## src/rtl/asym_ram_sdp_wide_read_pipe.sv

```systemverilog
// Simple-dual-port asymmetric RAM: narrow write port, wide (RATIO-lane) synchronous read port with read-valid.
// Define ASYM_RAM_OUT_REG_EN for an extra output register (read latency 2 instead of 1); collisions are read-before-write.
module asym_ram_sdp_wide_read_pipe #(
    parameter int WR_WIDTH  = 8,
    parameter int RATIO     = 4,
    parameter int RD_DEPTH  = 64,
    parameter int LANE_MSB0 = 0,
    localparam int RD_WIDTH = WR_WIDTH * RATIO,
    localparam int WR_DEPTH = RD_DEPTH * RATIO,
    localparam int WR_AW    = $clog2(WR_DEPTH),
    localparam int RD_AW    = $clog2(RD_DEPTH),
    localparam int LW       = $clog2(RATIO)
) (
    input  logic                clk,
    input  logic                rst,
    input  logic                write_enable,
    input  logic [WR_AW-1:0]    write_addr,
    input  logic [WR_WIDTH-1:0] write_data,
    input  logic                read_enable,
    input  logic [RD_AW-1:0]    read_addr,
    output logic [RD_WIDTH-1:0] read_data,
    output logic                read_valid
);

    logic [WR_WIDTH-1:0] r_mem [WR_DEPTH];
    logic [RD_WIDTH-1:0] w_rd_word;
    logic [RD_WIDTH-1:0] r_rd_dat;
    logic                r_rd_vld;

    // Storage is deliberately unreset; writes are blocked while rst is high.
    always_ff @(posedge clk) begin
        if (write_enable && !rst) begin
            r_mem[write_addr] <= write_data;
        end
    end

    // Lane k comes from narrow address {read_addr, k}; LANE_MSB0 flips lane placement in the wide word.
    for (genvar k = 0; k < RATIO; k++) begin : g_lane
        localparam int             POS  = (LANE_MSB0 != 0) ? (RATIO - 1 - k) : k;
        localparam logic [LW-1:0]  LANE = LW'(k);
        assign w_rd_word[POS*WR_WIDTH +: WR_WIDTH] = r_mem[{read_addr, LANE}];
    end

    // Sampling the array before the same-edge write lands gives read-before-write on collisions.
    always_ff @(posedge clk) begin
        if (rst) begin
            r_rd_dat <= '0;
            r_rd_vld <= 1'b0;
        end else begin
            r_rd_vld <= read_enable;
            if (read_enable) begin
                r_rd_dat <= w_rd_word;
            end
        end
    end

`ifdef ASYM_RAM_OUT_REG_EN
    logic [RD_WIDTH-1:0] r_out_dat;
    logic                r_out_vld;

    always_ff @(posedge clk) begin
        if (rst) begin
            r_out_dat <= '0;
            r_out_vld <= 1'b0;
        end else begin
            r_out_vld <= r_rd_vld;
            if (r_rd_vld) begin
                r_out_dat <= r_rd_dat;
            end
        end
    end

    assign read_data  = r_out_dat;
    assign read_valid = r_out_vld;
`else
    assign read_data  = r_rd_dat;
    assign read_valid = r_rd_vld;
`endif

endmodule

```

## config.mk

```make
export PLATFORM = sky130hd
export DESIGN_NAME = asym_ram_sdp_wide_read_pipe
export DESIGN_NICKNAME = d
export VERILOG_FILES = /design/src/rtl/asym_ram_sdp_wide_read_pipe.sv
export SDC_FILE = /design/constraint.sdc
export NUM_CORES = 2
export LEC_CHECK = 0
export BUFFER_PORTS_ARGS = -buffer_cell sky130_fd_sc_hd__clkbuf_2
export CAP_MARGIN = 20
export CORE_MARGIN = 1
export CORE_UTILIZATION = 55
export DETAILED_ROUTE_END_ITERATION = 10
export PLACE_DENSITY_LB_ADDON = 0.15
export SKIP_LAST_GASP = 1
export SYNTH_ARGS = -nofsm -noshare
export SYNTH_HDL_FRONTEND = slang
export SYNTH_SLANG_ARGS = --single-unit
```

## constraint.sdc

```tcl
create_clock -name clk -period 2.4 [get_ports clk]
set_clock_uncertainty 0.15 [all_clocks]
set_input_delay 0.12 -clock clk [delete_from_list [all_inputs] [get_ports clk]]
set_output_delay 0.12 -clock clk [all_outputs]
set_load 0.02 [all_outputs]
```

==> flow_summary.toml <==
[status]
outcome = "finished clean"

[synth]
synth_edf_count = 2048
synthCells = 3858
seq_area_frac_synth_pct = 77.43
syn_avg_cell_area_um2 = 20.81
ys_seq_elements = 2081
synthArstFlopShare_pct = 0
netlist_area_mm2 = 0.08027
synth_top_flop_cell = "edfxtp_1"
yosysUniqueCellTypes = 48
synth.net_count = 3884
yosys_warnings = 0

[power_and_ir_drop]
seqPwrFrac_pct = 53.3
net-switching-power_w = 0.01580
combPwrFrac_pct = 5.3
ir_drop_uv = 732.6
clkPwrFrac_pct = 41.4
intPower_w = 0.05962
leakage_nw = 31.59
switching_share_pct = 20.95
p_per_area_mw_per_mm2 = 793.5

[floorplan]
fp.dieArea_mm2 = 0.1475
ios = 59
die_h_um = 384.0
row_count = 139
die_w_um = 384.0
coreArea_mm2 = 0.1442
initial_utilization_pct = 55.68

[placement]
gp_congestion = 0.8935
port_buffers = 58
dp.cells = 6254
dp_hpwl_um = 136100
placed_area_mm2 = 0.08819

[critical_path]
crit_type = "register to register"
critPathRequiredTime_ns = 2.95
crit_fanout = 1
endpoint_kind = "register"
startpoint_type = "register"
crit_arrival_ns = 2.88

[global_routing]
grt_pass1_vias = 41810
grt_start_max_net_pins = 81
track_usage_pct = 28.26
grt_pass1_wl_um = 295700
overflow = 0
antenna_found_initial = 13

[cts]
cts_root_buffer = "clkbuf_16"
numCtsBuffers = 202
htree_levels = 4
clockBufferDepth = 3
clk_pin_slew_ns = 0.06
clock-sinks = 2081
cts_tree = "done"
insertion_delay_ns = 0.84

[final_layout]
n_fill_cell = 9358
final_cell_mix = "edfxtp_1, buf_4, mux4_2, nor2_1, mux2i_1"
multiInputGateArea_mm2 = 0.01704
nets = 4613
fin_area_mm2 = 0.09504
regArea_mm2 = 0.06216
drive_gt1_share_pct = 31.08
area_delta_synth_final_pct = 18.39
mostFrequentLayoutCell = "edfxtp_1"
instances_no_fill = 6657

[sta]
worst_pin_slew_ns = 1.055
fmax_ghz = 0.4287
finalHoldViolCount = 0
post-route-period-util_pct = 97.19
fin_crit_ns = 2.332
rsz0062_at_grt = "false"
slew-limit-headroom_pct = 28.90
holdWs_ns = 0.05495
drv_slew = 0
setup_viol = 0

[detailed_routing]
vias_per_cell = 6.343
drc = 0
vias = 42230
first_pass_iters = 5
wl_per_cell_um = 30.77
ant_nets = 0
drt_iter0_drc = 5044
routed_wirelength_um = 204900

[job]
max_cap_violations = 0

[hold_path]
hold_path_class = "primary input to register"
[what timing repair did]
item / CTS / global route
hold buffers: 31 / 0
pin swaps: 1 / 1
buffers inserted: 0 / 0
endpoints found under the hold margin: 2105 / 0
resized for setup: 3 / 5
setup endpoints to repair: 2 / 6
[registers in the layout (all words and copies together) (netlist names)]
name and cells:
r_mem 2048, read_data 32, read_valid 1
[worst max-delay path, cell delays in order (launching register included)]
cell and delay (ns):
edfxtp_1 0.41, mux4_1 0.51, mux4_2 0.48, and2_4 0.19, or4_1 0.47
[layer usage]
metal / vias up / GRT usage (%) / wire (µm)
met3: 269 / 5.760 / 18910
met1: 22410 / 42.57 / 86020
met2: 1993 / 42.93 / 95810
li1: 17550 / - / -
met5: - / 0 / 54
met4: 8 / 6.795 / 4065
[cell families (layout without fill, tap and decap cells)]
group           Yosys count  in the layout  synth area share (%)
flops                  2081           2081                 77.43
mux                     662            662                 15.08
simple gates            515            515                 2.958
compound gates          352            352                 3.032
buf+inv                 248           1142                 1.495
other cells               0              2                     0
[area by class of cell]
type	count	area share, %
Tap cell	1903	2.505
Multi-Input combinational cell	1529	17.92
Sequential cell	2081	65.40
Inverter	2	0.007899
Clock inverter	117	1.108
Timing Repair Buffer	771	7.320
Clock buffer	252	5.725
Antenna cell	2	0.005266
[cell usage after synthesis (3+ instances only)]
| cell | number | share of area [%] |
|---|---|---|
| mux4_2 | 424 | 12 |
| and3_1 | 18 | 0.14 |
| nand4b_1 | 3 | 0.033 |
| nor4b_1 | 4 | 0.044 |
| nand2b_1 | 7 | 0.055 |
| nand4_1 | 26 | 0.20 |
| and2_0 | 8 | 0.062 |
| a211o_1 | 15 | 0.16 |
| buf_1 | 23 | 0.11 |
| nand3b_1 | 6 | 0.056 |
| o221ai_1 | 36 | 0.39 |
| mux4_1 | 10 | 0.33 |
| edfxtp_1 | 2048 | 77 |
| dfxtp_1 | 33 | 0.82 |
| o22ai_1 | 67 | 0.52 |
| nor2b_1 | 23 | 0.18 |
| buf_4 | 34 | 0.32 |
| o21ai_0 | 43 | 0.27 |
| nor3_1 | 18 | 0.11 |
| or4_1 | 8 | 0.075 |
| a211oi_1 | 6 | 0.056 |
| buf_6 | 12 | 0.17 |
| a22o_1 | 9 | 0.098 |
| a21oi_1 | 51 | 0.32 |
| o211ai_1 | 27 | 0.25 |
| clkbuf_1 | 136 | 0.64 |
| a22oi_1 | 84 | 0.79 |
| nor2_1 | 281 | 1.3 |
| buf_2 | 41 | 0.26 |
| a2111oi_2 | 5 | 0.094 |
| a31oi_1 | 5 | 0.039 |
| nand3_1 | 50 | 0.31 |
| nand2_1 | 49 | 0.23 |
| mux2i_1 | 218 | 2.7 |
| mux2_2 | 10 | 0.14 |
[power groups by stage]
stage                     combinational [W]  sequential (W)  clock [W]
after global routing                0.00421          0.0401     0.0330
final                               0.00400          0.0402     0.0313
after global placement              0.00391          0.0409          0
after floorplan                     0.00179          0.0409          0
after detailed placement            0.00395          0.0409          0
after CTS                           0.00401          0.0401     0.0316
[metrics by stage]
step,utilization [%],setup slack [ns],total power [W],setup TNS (ns)
after floorplan,-,0.07525,0.04266,0
final,65.92,0.06754,0.07542,0
after global placement,61.17,-0.6263,0.04483,-7.853
after detailed placement,61.17,-0.6614,0.04487,-8.285
after CTS,65.90,0.03049,0.07581,0
after global routing,65.92,0.01143,0.07734,0
[worst paths after layout]
check / slack (ns) / cells after the start / end / start
worst min register to register: 0.55 / 2 / read_data[6]$_SDFFE_PP0P_ / read_data[6]$_SDFFE_PP0P_
worst max register to register: 0.07 / 4 / read_data[11]$_SDFFE_PP0P_ / r_mem[225][3]$_DFFE_PP_
worst max-delay path: 0.07 / 4 / read_data[11]$_SDFFE_PP0P_ / r_mem[225][3]$_DFFE_PP_
worst min-delay path: 0.05 / 6 / read_data[26]$_SDFFE_PP0P_ / read_addr[0]
Note: power is estimated with default switching activity, not from simulation.
